===== config.mk =====
export PLATFORM = sky130hd
export DESIGN_NAME = rmii_transmitter
export DESIGN_NICKNAME = d
export VERILOG_FILES = /design/src/rtl/eth_pkg.sv /design/src/rtl/crc32_gen.sv /design/src/rtl/rmii_transmitter.sv
export SDC_FILE = /design/constraint.sdc
export NUM_CORES = 1
export LEC_CHECK = 0
export CAP_MARGIN = 20
export CORE_ASPECT_RATIO = 0.5
export CORE_MARGIN = 5
export CORE_UTILIZATION = 63
export CTS_BUF_LIST = sky130_fd_sc_hd__clkbuf_16
export DETAILED_ROUTE_END_ITERATION = 8
export PLACE_DENSITY = 0.87
export SETUP_SLACK_MARGIN = 0.02
export SYNTH_ARGS = -nofsm -noshare
export SYNTH_HDL_FRONTEND = slang
export SYNTH_SLANG_ARGS = --single-unit

===== constraint.sdc =====
create_clock -name clk_50_mhz -period 9.6 [get_ports clk_50_mhz]
set_input_delay 1.92 -clock clk_50_mhz [delete_from_list [all_inputs] [get_ports clk_50_mhz]]
set_output_delay 1.92 -clock clk_50_mhz [all_outputs]
set_load 0.02 [all_outputs]

===== src/rtl/eth_pkg.sv =====
// Shared Ethernet definitions: TX state encoding, framing constants
// and a byte-wide reflected CRC-32 step used by the TX and RX FCS logic.
package eth_pkg;

  typedef enum logic [2:0] {
    ST_IDLE,
    ST_PREAMBLE,
    ST_DATA,
    ST_PAD,
    ST_FCS,
    ST_IFG
  } tx_state_t;

  typedef struct packed {
    logic       en;
    logic [1:0] d;
  } rmii_tx_t;

  localparam logic [7:0]  PREAMBLE_BYTE = 8'h55;
  localparam logic [7:0]  SFD_BYTE      = 8'hD5;
  localparam logic [31:0] CRC_POLY      = 32'hEDB88320;
  localparam logic [31:0] CRC_INIT      = 32'hFFFFFFFF;

  function automatic logic [31:0] crc32_byte(
    input logic [31:0] crc,
    input logic [7:0]  data
  );
    logic [31:0] c;
    c = crc;
    for (int i = 0; i < 8; i++) begin
      c = (c >> 1) ^ (CRC_POLY & {32{c[0] ^ data[i]}});
    end
    return c;
  endfunction

endpackage


===== src/rtl/crc32_gen.sv =====
// Registered reflected CRC-32, one byte per enabled cycle, LSB first.
// clr has priority over en and restores the initial value.
module crc32_gen
  import eth_pkg::*;
(
  input  logic        clk,
  input  logic        rst_n,
  input  logic        clr,
  input  logic        en,
  input  logic [7:0]  data,
  output logic [31:0] crc
);

  always_ff @(posedge clk or negedge rst_n) begin
    if (!rst_n) begin
      crc <= CRC_INIT;
    end else if (clr) begin
      crc <= CRC_INIT;
    end else if (en) begin
      crc <= crc32_byte(crc, data);
    end
  end

endmodule


===== src/rtl/rmii_transmitter.sv =====
// RMII frame transmitter: preamble/SFD, FIFO bytes, zero pad, FCS, IFG.
// Dibits are computed a cycle ahead and registered onto tx_en/tx_d.
module rmii_transmitter
  import eth_pkg::*;
#(
  parameter int MIN_FRAME  = 60,
  parameter int MAX_FRAME  = 1514,
  parameter int IFG_CYCLES = 48
) (
  input  logic        clk_50_mhz,
  input  logic        rst_n,
  input  logic        start,
  input  logic [15:0] frame_len,
  input  logic [7:0]  data_i,
  input  logic        empty,
  output logic        read_en,
  output logic        tx_en,
  output logic [1:0]  tx_d,
  output logic        busy,
  output logic        done,
  output logic        underrun
);

  tx_state_t   state;
  tx_state_t   state_nx;
  logic [1:0]  ph;
  logic [15:0] byte_cnt;
  logic [15:0] len;
  logic [15:0] ifg_cnt;
  logic [7:0]  shreg;
  logic [7:0]  cur_byte;
  logic        abort_q;
  logic [31:0] crc;
  logic [31:0] fcs;
  logic        accept;
  logic        slot_start;
  logic        slot_end;
  logic        in_tx;
  logic        under;
  logic        last_data;
  logic        pad_done;
  logic        ifg_last;
  logic        crc_clr;
  logic        crc_en;
  rmii_tx_t    tx_nx;

  assign accept = (state == ST_IDLE) && start
               && (frame_len != 16'd0)
               && (frame_len <= 16'(MAX_FRAME));

  assign slot_start = (ph == 2'd0);
  assign slot_end   = (ph == 2'd3);
  assign in_tx      = (state == ST_PREAMBLE) || (state == ST_DATA)
                   || (state == ST_PAD) || (state == ST_FCS);
  assign under      = (state == ST_DATA) && slot_start && empty;
  assign last_data  = (byte_cnt == len - 16'd1);
  assign pad_done   = (byte_cnt == 16'(MIN_FRAME - 1));
  assign ifg_last   = (ifg_cnt == 16'(IFG_CYCLES - 1));
  assign fcs        = ~crc;

  always_ff @(posedge clk_50_mhz or negedge rst_n) begin
    if (!rst_n) begin
      state <= ST_IDLE;
    end else begin
      state <= state_nx;
    end
  end

  always_comb begin
    state_nx = state;
    unique case (state)
      ST_IDLE: begin
        if (accept) state_nx = ST_PREAMBLE;
      end
      ST_PREAMBLE: begin
        if (slot_end && byte_cnt == 16'd7) state_nx = ST_DATA;
      end
      ST_DATA: begin
        if (under) begin
          state_nx = ST_IFG;
        end else if (slot_end && last_data) begin
          state_nx = (len < 16'(MIN_FRAME)) ? ST_PAD : ST_FCS;
        end
      end
      ST_PAD: begin
        if (slot_end && pad_done) state_nx = ST_FCS;
      end
      ST_FCS: begin
        if (slot_end && byte_cnt == 16'd3) state_nx = ST_IFG;
      end
      ST_IFG: begin
        if (ifg_last) state_nx = ST_IDLE;
      end
      default: state_nx = ST_IDLE;
    endcase
  end

  always_comb begin
    cur_byte = shreg;
    if (slot_start) begin
      unique case (state)
        ST_PREAMBLE: cur_byte = (byte_cnt == 16'd7) ? SFD_BYTE : PREAMBLE_BYTE;
        ST_DATA:     cur_byte = data_i;
        ST_PAD:      cur_byte = 8'h00;
        ST_FCS:      cur_byte = fcs[{byte_cnt[1:0], 3'b000} +: 8];
        default:     cur_byte = shreg;
      endcase
    end
  end

  always_comb begin
    read_en  = (state == ST_DATA) && slot_start && !empty;
    underrun = under;
    done     = (state == ST_IFG) && ifg_last && !abort_q;
    busy     = (state != ST_IDLE);
    crc_clr  = accept;
    crc_en   = slot_start && !under
            && ((state == ST_DATA) || (state == ST_PAD));
    tx_nx.en = in_tx && !under;
    tx_nx.d  = tx_nx.en ? cur_byte[{ph, 1'b0} +: 2] : 2'b00;
  end

  // Pad keeps counting from the data byte count; other states restart at 0.
  always_ff @(posedge clk_50_mhz or negedge rst_n) begin
    if (!rst_n) begin
      ph       <= 2'd0;
      byte_cnt <= 16'd0;
      len      <= 16'd0;
      ifg_cnt  <= 16'd0;
      shreg    <= 8'h00;
      abort_q  <= 1'b0;
    end else begin
      ph      <= (in_tx && !under) ? ph + 2'd1 : 2'd0;
      ifg_cnt <= (state == ST_IFG) ? ifg_cnt + 16'd1 : 16'd0;
      if (state_nx != state) begin
        byte_cnt <= (state_nx == ST_PAD) ? byte_cnt + 16'd1 : 16'd0;
      end else if (in_tx && slot_end) begin
        byte_cnt <= byte_cnt + 16'd1;
      end
      if (accept) len <= frame_len;
      if (in_tx && slot_start) shreg <= cur_byte;
      if (under) begin
        abort_q <= 1'b1;
      end else if (accept) begin
        abort_q <= 1'b0;
      end
    end
  end

  always_ff @(posedge clk_50_mhz or negedge rst_n) begin
    if (!rst_n) begin
      tx_en <= 1'b0;
      tx_d  <= 2'b00;
    end else begin
      tx_en <= tx_nx.en;
      tx_d  <= tx_nx.d;
    end
  end

  crc32_gen u_crc (
    .clk   (clk_50_mhz),
    .rst_n (rst_n),
    .clr   (crc_clr),
    .en    (crc_en),
    .data  (cur_byte),
    .crc   (crc)
  );

endmodule


==> results.md, run 1 <==
- Status: completed
- Placed cell count: 768
- # rows: 25
- Layout cells sized above 1: 13.54%
- Pwr Density: 233.4 nW/um2
- Distinct cells, synth: 70
- Least-Margin Pin Slew: 1127 ps
- Antenna Cells: 0
- CP max stage delay: around 760 ps
- DRT iter0 DRCs: 544
- CTS Buffer Depth: 2
- Via-to-Cell Ratio: 6.371
- Count of final hold-check violations: 0
- Largest net degree at the start of global routing: 66
- # clock sinks: a little under 100
- CTS resizes: 0
- First-pass GRT wire length: 24810 um
- CP startpoint kind: primary input
- Slowest library cell on the worst path: or4b_1
- Critical path peak fanout: 13
- Initial antenna violation count: 0
- Vias: 5001
- Vias in the first global route: ~5000
- Routability cong.: 0.8802
- CP Cell Sequence: clkdlybuf4s50_1 -> nor4_1 -> nand2_1 -> o41ai_1 -> a21o_1 -> a31oi_1 -> or4b_1 -> or4_4 -> a21oi_2
- Post-Syn Nets: 671
- Post-Layout Cell Count: 785
- Max-slew headroom: between 20 and 25%
- Post-CTS Setup Bufs: 0
- Buffers & Inverters on Critical Path: 1
- Synth Register Bits: 97
- Setup TNS: 0 ps
- Post-DP HPWL: 9976 um
- Cell area after layout: between 6000 and 7000 um2
- Top post-synthesis cells by area: dfrtp_1 (26%), dfstp_2 (14%), xnor2_1 (8.2%), xor2_1 (5.4%), nor3_1 (3.3%)
- All-Layer GR Usage: a little over a quarter
- Die Span Y: 80.03 um
- Post-Place Cell Area: 6536 um2
- Root Driver: clkbuf_16
- Chip width: ~150 um
- Residual DRC: 0
- Yosys warnings: 0
- EDFF count, synth: 0
- TritonCTS clock tree: yes
- Sequential share of the synthesized area: between 30% and 40%
- Core Area: roughly 9500 um2
- Syn Inst Count: 638
- DR WL/cell: 18.69 um
- Fill cells: around 670
- Number of port buffers: 34
- Max H-tree Level: 3
- Initial Util: 64.97%
- CTS Hold Bufs: 0
- Fin crit share: 57.27%
- Area leader, netlist: dfrtp_1
- Mapped Area: 6178 um2
- Synth Flop Type: dfrtp_1
- Die area: 12010 um2
- Clock Skew: 9.821 ps
- CP Capture Type: register
- Worst vdd rail ir drop: just under 0.2 mV
- Setup CP Type: primary input to register
- Top-area cell type share of the netlist area: 26.33%
- # setup viols final: 0
- Asr flop ratio synth: 100.0%
- Fmax: 181.9 MHz
- Nets: roughly 680
- Layout area overhead: 10.67%
- GR Overflow Total: 0
- IO Count: 35
- Worst path arrival time: 5780 ps
- CP Data Required Time: around 9900 ps
- Delay-heaviest family, CP: compound AO/OA/AOI/OAI gates
- Drt pass-1 iters: 8
- Clk_lat worst skew: 360 ps
- Slew Viols, Final: 0
- Max-cap violations: 0
- Routed Wire Length: 14670 um
- P_leak: 2.760 nW
- Hold Path Class: register to register
- CTS buffer count: 9
- RSZ-0062 raised after global routing: no
- ANT nets after route: 0
- Tmin final: around 5500 ps
- Clk slew on worst S/H paths: about 70 ps
- Synthesized area per cell: 9.684 um2
synth_stat cells (all sizes together), types with 10 or more instances:
cell type  count
nand4         11
dfstp         32
xor2          38
nor3          41
and3          10
dfrtp         65
nand3         24
nor4          17
nor2          51
o21ai         19
clkbuf        32
a21oi         38
inv           18
nand2         30
xnor2         61
through the flow:
stage	utilization (%)	setup slack (ps)	power (mW)	hold WS, ps
CTS	71.83	4127	1.593	462.9
detailed placement	68.74	3764	1.214	454.1
floorplan	-	4964	1.083	431.6
global route	71.91	3863	1.675	493.5
global placement	68.74	3911	1.196	444.8
finish	71.91	4102	1.596	464.7
area by class of cell:
class / count / area, um2 / area share (%)
inverters: 18 / 67.56 / 0.9881
clock buffers: 9 / 225.2 / 3.294
clock inverters: 7 / 68.82 / 1.006
well taps: 135 / 168.9 / 2.470
multi-input cells: 483 / 3487 / 51.00
flip-flops and latches: 97 / 2467 / 36.08
repair buffers: 36 / 352.8 / 5.160
cells by family after synthesis:
| logic type | share of synthesized area (%) |
|---|---|
| flip-flops | 39.94 |
| multiplexers | 5.569 |
| XOR/XNOR | 16.63 |
| AND/OR/NAND/NOR | 20.94 |
| adder cells (fa/ha/maj) | 1.013 |
| AO/OA/AOI/OAI | 12.09 |
| buffers and inverters | 3.828 |
worst paths after layout:
kind | startpoint | end | slack (ps) | depth (start not counted)
worst max register to register | byte_cnt[0]$_DFFE_PN0P_ | byte_cnt[15]$_DFFE_PN0P_ | 5170 | 9
worst max-delay path | frame_len[5] | byte_cnt[15]$_DFFE_PN0P_ | 4100 | 9
worst min register to register | ph[0]$_DFF_PN0_ | ph[0]$_DFF_PN0_ | 460 | 1
worst min-delay path | ph[0]$_DFF_PN0_ | ph[0]$_DFF_PN0_ | 460 | 1
max in group asynchronous | rst_n | byte_cnt[14]$_DFFE_PN0P_ | 6950 | 2
min in group asynchronous | rst_n | shreg[3]$_DFFE_PN0P_ | 1500 | 1
cells in the final DEF (no fill, tap or decap), types with 24 or more instances in the layout:
cell type,synthesis,layout
a21oi_1,37,36
clkdlybuf4s50_1,0,33
dfrtp_1,65,65
dfstp_2,32,32
nand2_1,30,30
nand3_1,24,24
nor2_1,51,51
nor3_1,41,41
xnor2_1,58,58
xor2_1,38,38
registers in the layout, summed over array words and instances (netlist names):
| register | cells |
|---|---|
| state | 3 |
| abort_q | 1 |
| tx_d | 2 |
| ifg_cnt | 16 |
| len | 16 |
| u_crc.crc | 32 |
| shreg | 8 |
| tx_en | 1 |
| byte_cnt | 16 |
| ph | 2 |
where the power goes:
| group | total [mW] | internal (mW) | leakage, nW | switching [mW] |
|---|---|---|---|---|
| Combinational | 0.677 | 0.349 | 1.40 | 0.328 |
| Clock | 0.363 | 0.202 | 0.152 | 0.161 |
| Sequential | 0.556 | 0.479 | 1.21 | 0.0767 |
per-layer routing:
layer	share of wire [%]	vias to the layer above	GRT usage (%)
met1	42	2458	34.07
met5	0	-	0
met3	6.4	32	5.502
li1	-	2310	-
met4	2.3	0	8.577
met2	49	201	43.97
Note: power is estimated with default switching activity, not from simulation.
==> run 2, diff against run 1 <==
--- a/config.mk
+++ b/config.mk
@@ -8,10 +8,10 @@
 export CAP_MARGIN = 20
 export CORE_ASPECT_RATIO = 0.5
 export CORE_MARGIN = 5
-export CORE_UTILIZATION = 63
+export CORE_UTILIZATION = 61
 export CTS_BUF_LIST = sky130_fd_sc_hd__clkbuf_16
 export DETAILED_ROUTE_END_ITERATION = 8
-export PLACE_DENSITY = 0.87
+export PLACE_DENSITY = 0.85
 export SETUP_SLACK_MARGIN = 0.02
 export SYNTH_ARGS = -nofsm -noshare
 export SYNTH_HDL_FRONTEND = slang
==> constraint.sdc (replaced) <==
create_clock -name clk_50_mhz -period 5.3 [get_ports clk_50_mhz]
set_input_delay 1.06 -clock clk_50_mhz [delete_from_list [all_inputs] [get_ports clk_50_mhz]]
set_output_delay 1.06 -clock clk_50_mhz [all_outputs]
set_load 0.02 [all_outputs]
==> run 2 against run 1 <==
Sequential share of layout area fell by 0.24 points. Setup slack got worse by 3200 ps. Hold slack improved by 11 ps. Global-route usage fell by 1.7 points. Sequential power rose by 74%. Design area rose by 0.68%. Register-to-register slack got worse by 3900 ps. Combinational power rose by 89%. Non-clock buffer count rose by 6. Critical path type unchanged. Largest cell class unchanged.
==> results.md, run 2 (same netlist as run 1, synthesis figures left out) <==
- Status: completed
- Largest Register: u_crc.crc
- FF-to-FF Start: len[2]$_DFFE_PN0P_
- Slew Viols, Final: 0 (unchanged)
- Vias: 4921 (-1.6%)
- Switching Power: 1.022 mW (+81%)
- Core Area: 10050 um2 (+5.7%)
- Post-CTS Setup Bufs: 0 (unchanged)
- Placement Setup Slack: 663.8 ps (-3100 ps)
- Chip width: 152.3 um (+1.5%)
- Final Core Density: 68.48% (-3.4 points)
- Seq pwr share: 33.6% (-1.2 points)
- Die area: 12360 um2 (+3.0%)
- Routed Wire Length: 14720 um (+0.36%)
- Met3 wire length: 877 um (-7.3%)
- Initial Util: 61.46% (-3.5 points)
- Tmin final: about 4400 ps
- RSZ-0062 raised after global routing: no
- # rows: 26 (+4.0%)
- Critical path peak fanout: 15 (+2)
- DRT iter0 DRCs: 447 (-18%)
- DR WL/cell: 18.50 um (-1.0%)
- GR Overflow Total: 0 (unchanged)
- # setup viols final: 0 (unchanged)
- Final worst setup slack: 900.5 ps (-3201 ps)
- Least-Margin Pin Slew: 1055 ps (-71.79 ps)
- CP startpoint kind: primary input
- Die Span Y: 81.17 um (+1.4%)
- Initial antenna violation count: 0 (unchanged)
- Routability cong.: 0.8985 (+2.1%)
- Layout area overhead: 11.42%
- Most frequent cells in the layout: dfrtp_1 (65), xnor2_1 (58), nor2_1 (51)
- Number of port buffers: 34 (unchanged)
- First-pass GRT wire length: 24450 um (-1.4%)
- DR WL met2: 7183 um (+0.41%)
- Clk_lat worst skew: 350 ps (about the same)
- Largest register FFs: 32 (unchanged)
- CP Capture Type: register
- Antenna Cells: 0 (unchanged)
- Drt pass-1 iters: 5 (-3)
- CP Data Required Time: 5520 ps (-4360 ps)
- R2R depth: 8 (-1)
- CTS Hold Bufs: 0 (unchanged)
- TritonCTS clock tree: yes
- Hold Path Class: register to register
- Int Pwr: 1.860 mW (+81%)
- Worst path arrival time: 4620 ps (-1160 ps)
- Switching Share: 35.46% (about the same)
- Max-slew headroom: 29.20% (+4.5 points)
- Post-DP HPWL: 10440 um (+4.6%)
- Hold Startpoint: ifg_cnt[0]$_DFF_PN0_
- CTS resizes: 0 (unchanged)
- # clock sinks: 97 (unchanged)
- IO Count: 35 (unchanged)
- ANT nets after route: 0 (unchanged)
- Fin crit share: 83.01%
- Clk slew on worst S/H paths: 70 ps (about the same)
- Setup TNS: 0 ps (unchanged)
- Residual DRC: 0 (unchanged)
- Nets: 684 (+0.88%)
- Worst setup path startpoint: frame_len[2]
- Most common cell after layout, fill and taps aside: dfrtp_1
- Count of final hold-check violations: 0 (unchanged)
- CTS Buffer Depth: 2 (unchanged)
- Max-cap violations: 0 (unchanged)
- Max layer used: met4
- Max H-tree Level: 3 (unchanged)
- Hold Path Depth: 1 (unchanged)
- Root Driver: clkbuf_16
- Fmax: 227.3 MHz
- M1 WL: 6422 um (+3.0%)
- Vias in the first global route: 4875 (-2.7%)
- Logic gate share of total power: 44.3% (+1.9 points)
- CTS buffer count: 9 (unchanged)
- Layout cells sized above 1: 14.18% (+0.64 points)
- Clock Skew: 11.01 ps (+1.185 ps)
- Placed cell count: 780 (+1.6%)
- All-Layer GR Usage: 24.42% (-1.7 points)
- P_leak: 2.781 nW (+0.76%)
- Largest net degree at the start of global routing: 64 (-3.0%)
- Worst vdd rail ir drop: 0.3660 mV (+88%)
- Via-to-Cell Ratio: 6.182 (-3.0%)
- Post-Layout Cell Count: 796 (+1.4%)
- Power share of the clock group: 22.1% (-0.7 points)
- Setup CP Type: primary input to register
- Pwr Density: 418.6 nW/um2 (+79%)
## run 2: power by group through the flow
stage          Combinational (mW)  Clock [mW]  Sequential [mW]
3_3_place_gp                 1.22           0            0.969
6_report                     1.28       0.637            0.969
2_1_floorplan                1.02           0            0.936
4_1_cts                      1.27       0.646            0.966
5_1_grt                      1.37       0.669            0.981
3_5_place_dp                 1.26           0            0.977
## run 2: path summary, 6_finish.rpt
check | slack [ps] | to
max | 900 | byte_cnt[2]$_DFFE_PN0P_
min | 480 | ifg_cnt[0]$_DFF_PN0_
max reg2reg | 1300 | byte_cnt[2]$_DFFE_PN0P_
min reg2reg | 480 | ifg_cnt[0]$_DFF_PN0_
max in group asynchronous | 3530 | byte_cnt[14]$_DFFE_PN0P_
min in group asynchronous | 820 | len[8]$_DFFE_PN0P_
## run 2: per-layer routing
metal	vias up	track usage, %
met4	0	7.444
met2	150	42.83
met1	2421	31.53
met3	28	4.524
li1	2322	-
met5	-	0
## run 2: final cells by class
type | instances | area [um2]
timing repair buffer | 42 | 397.9
clock inverter | 6 | 38.79
inverter | 18 | 67.56
clock buffer | 10 | 250.2
multi-input combinational | 483 | 3487
fill | 740 | 3168
tap | 140 | 175.2
sequential | 97 | 2467
## run 2: worst max-delay path, cell delays in order
cell and delay (ps):
clkdlybuf4s50_1 450, nor4_1 340, nand2_1 90, o41ai_1 740
a21o_1 240, buf_4 210, nand3_1 110, a211oi_1 470
o21ai_1 430, o311ai_0 470
## run 2: stage by stage
step / hold WS, ps / cell area [um2] / total power [mW]
after global placement: 451.9 / 6595 / 2.186
after CTS: 481.9 / 6884 / 2.883
after detailed placement: 462.8 / 6595 / 2.239
after global routing: 503.6 / 6884 / 3.025
after floorplan: 431.6 / 6178 / 1.961
final: 475.9 / 6884 / 2.882
==> run 3, diff against run 2 <==
--- a/config.mk
+++ b/config.mk
@@ -8,10 +8,10 @@
 export CAP_MARGIN = 20
 export CORE_ASPECT_RATIO = 0.5
 export CORE_MARGIN = 5
-export CORE_UTILIZATION = 61
+export CORE_UTILIZATION = 55
 export CTS_BUF_LIST = sky130_fd_sc_hd__clkbuf_16
 export DETAILED_ROUTE_END_ITERATION = 8
-export PLACE_DENSITY = 0.85
+export PLACE_DENSITY = 0.81
 export SETUP_SLACK_MARGIN = 0.02
 export SYNTH_ARGS = -nofsm -noshare
 export SYNTH_HDL_FRONTEND = slang
==> constraint.sdc (replaced) <==
create_clock -name clk_50_mhz -period 3.7 [get_ports clk_50_mhz]
set_input_delay 0.74 -clock clk_50_mhz [delete_from_list [all_inputs] [get_ports clk_50_mhz]]
set_output_delay 0.74 -clock clk_50_mhz [all_outputs]
set_load 0.02 [all_outputs]
==> run 3 against run 2 <==
Critical path depth is the same. Wire length grew 5.9%. Global-route usage shrank 0.71 points. Critical path type unchanged. Critical endpoint is now byte_cnt[12]$_DFFE_PN0P_. Largest cell class unchanged. Largest power group unchanged. Highest routed layer unchanged.
==> results.md, run 3 (same netlist as run 1, synthesis figures left out) <==
- Status: completed
- Hold WS: 461.3 ps (-14.60 ps)
- Initial Util: 56.27% (-5.2 points)
- CTS buffer count: 9 (unchanged)
- P_leak: 2.968 nW (+6.7%)
- Least-Margin Pin Slew: 969.0 ps (-85.85 ps)
- ANT nets after route: 0 (unchanged)
- DRT iter0 DRCs: 432 (-3.4%)
- Number of port buffers: 34 (unchanged)
- Vias: 5168 (+5.0%)
- Max H-tree Level: 3 (unchanged)
- Die area: 13580 um2 (+9.9%)
- Via-to-Cell Ratio: 6.182 (about the same)
- Nets: 719 (+5.1%)
- Post-DP HPWL: 11080 um (+6.2%)
- Tmin final: between 3000 and 4000 ps
- Clock Skew: 6.292 ps (-4.715 ps)
- Vias in the first global route: 5192 (+6.5%)
- CP Capture Type: register
- Clk slew on worst S/H paths: 70 ps (about the same)
- FF-to-FF Start: byte_cnt[1]$_DFFE_PN0P_
- Worst Hold Endpoint: ph[0]$_DFF_PN0_
- Chip width: 159.9 um (+5.0%)
- Slowest library cell on the worst path: or4b_2
- Worst path arrival time: 3800 ps (-820 ps)
- Pwr Density: 590.3 nW/um2 (+41%)
- Max-cap violations: 0 (unchanged)
- Layout cells sized above 1: 19.10% (+4.9 points)
- IO Count: 35 (unchanged)
- Critical path peak fanout: 6 (-9)
- Fin crit share: 95.25%
- PnR Total Power: 4.240 mW (+47%)
- R2r setup slk: 240 ps (-1060 ps)
- Fill cells: 810 (+9.5%)
- Routed Wire Length: 15600 um (+5.9%)
- Hold Path Class: register to register
- CP startpoint kind: primary input
- Antenna Cells: 0 (unchanged)
- Hold Path Depth: 1 (unchanged)
- Max-slew headroom: 35.40% (+6.2 points)
- Slew Viols, Final: 0 (unchanged)
- Worst vdd rail ir drop: 0.4590 mV (+25%)
- Residual DRC: 0 (unchanged)
- Largest register FFs: 32 (unchanged)
- All-Layer GR Usage: 23.71% (-0.71 points)
- Routability cong.: 0.9135 (+1.7%)
- Root Driver: clkbuf_16
- Count of final hold-check violations: 0 (unchanged)
- Core Area: 10980 um2 (+9.2%)
- Drt pass-1 iters: 5 (unchanged)
- FF-to-FF End: u_crc.crc[19]$_DFFE_PN1P_
- Layout area overhead: 16.26%
- Die Span Y: 84.95 um (+4.7%)
- # rows: 27 (+3.8%)
- DR WL/cell: 18.66 um (+0.86%)
- RSZ-0062 raised after global routing: no
- CP Cell Sequence: clkdlybuf4s50_1 -> or4b_2 -> nor4_1 -> o41ai_1 -> a21o_1 -> and4_1 -> or4b_4 -> buf_4 -> or3_1 -> a21oi_1
- Hold Startpoint: ph[0]$_DFF_PN0_
- Setup TNS: 0 ps (unchanged)
- CTS Buffer Depth: 2 (unchanged)
- Most frequent cells in the layout: dfrtp_1 (65), xnor2_1 (58), nor2_1 (51)
- CP max stage delay: 650 ps (-90 ps)
- # clock sinks: 97 (unchanged)
- First-pass GRT wire length: 26570 um (+8.6%)
- # setup viols final: 0 (unchanged)
- Post-CTS Setup Bufs: 0 (unchanged)
- CP Data Required Time: 3970 ps (-1550 ps)
- CTS Hold Bufs: 0 (unchanged)
- Clk_lat worst skew: 350 ps (about the same)
- Most common cell after layout, fill and taps aside: dfrtp_1
- Largest net degree at the start of global routing: 77 (+20%)
- Fmax: 283.7 MHz
- Setup CP Type: primary input to register
- Initial antenna violation count: 0 (unchanged)
- TritonCTS clock tree: yes
- R2R depth: 9 (+1)
- Largest Register: u_crc.crc
- GR Overflow Total: 0 (unchanged)
==> run 3: metrics by stage <==
stage	cells	cell area, um2	worst slack, ps	utilization, %
global placement	820	6877	-178.7	62.63
finish	836	7183	175.6	65.42
CTS	836	7166	109.2	65.27
detailed placement	820	6877	-269.8	62.63
global route	836	7183	28.12	65.42
floorplan	638	6178	243.7	-
==> run 3: power by group <==
group,internal [mW],switching (mW),total (mW)
Combinational,1.00,0.939,1.94
Clock,0.498,0.430,0.928
Sequential,1.24,0.128,1.37
Total,2.74,1.50,4.24
==> run 3: how the worst max path moves through the flow <==
stage                        from                        to  depth (start not counted)
floorplan           frame_len[11]  byte_cnt[15]$_DFFE_PN0P_                          9
global placement    frame_len[11]  byte_cnt[15]$_DFFE_PN0P_                          9
detailed placement  frame_len[11]  byte_cnt[12]$_DFFE_PN0P_                         10
CTS                 frame_len[11]  byte_cnt[12]$_DFFE_PN0P_                         10
global route        frame_len[11]  byte_cnt[12]$_DFFE_PN0P_                         10
finish              frame_len[11]  byte_cnt[12]$_DFFE_PN0P_                         10
==> run 3: layer usage <==
layer	global-route usage, %	up-vias	part of all wire (%)
met5	0	-	0
met2	39.86	174	49
li1	-	2399	-
met3	4.221	27	5.8
met4	5.933	0	1.3
met1	32.33	2568	44
==> run 3: layout make-up <==
type | count | area [um2] | share of cell area [%]
Multi-Input combinational cell | 483 | 3505 | 48.79
Sequential cell | 97 | 2467 | 34.35
Timing Repair Buffer | 77 | 673.1 | 9.371
Clock buffer | 10 | 250.2 | 3.484
Tap cell | 145 | 181.4 | 2.526
Inverter | 18 | 67.56 | 0.9406
Clock inverter | 6 | 38.79 | 0.5400
==> run 3: what timing repair did <==
| action | in CTS | in global routing |
|---|---|---|
| setup endpoints to repair | 0 | 15 |
| resized for setup | 0 | 3 |
| hold endpoints to repair | 0 | 0 |
==> run 3: worst max-delay path, delay by kind of cell <==
kind | cells | cell delay [ps]
and+or+nand+nor | 5 | 1960
buffers and inverters | 2 | 570
AOI/OAI and AO/OA | 3 | 510
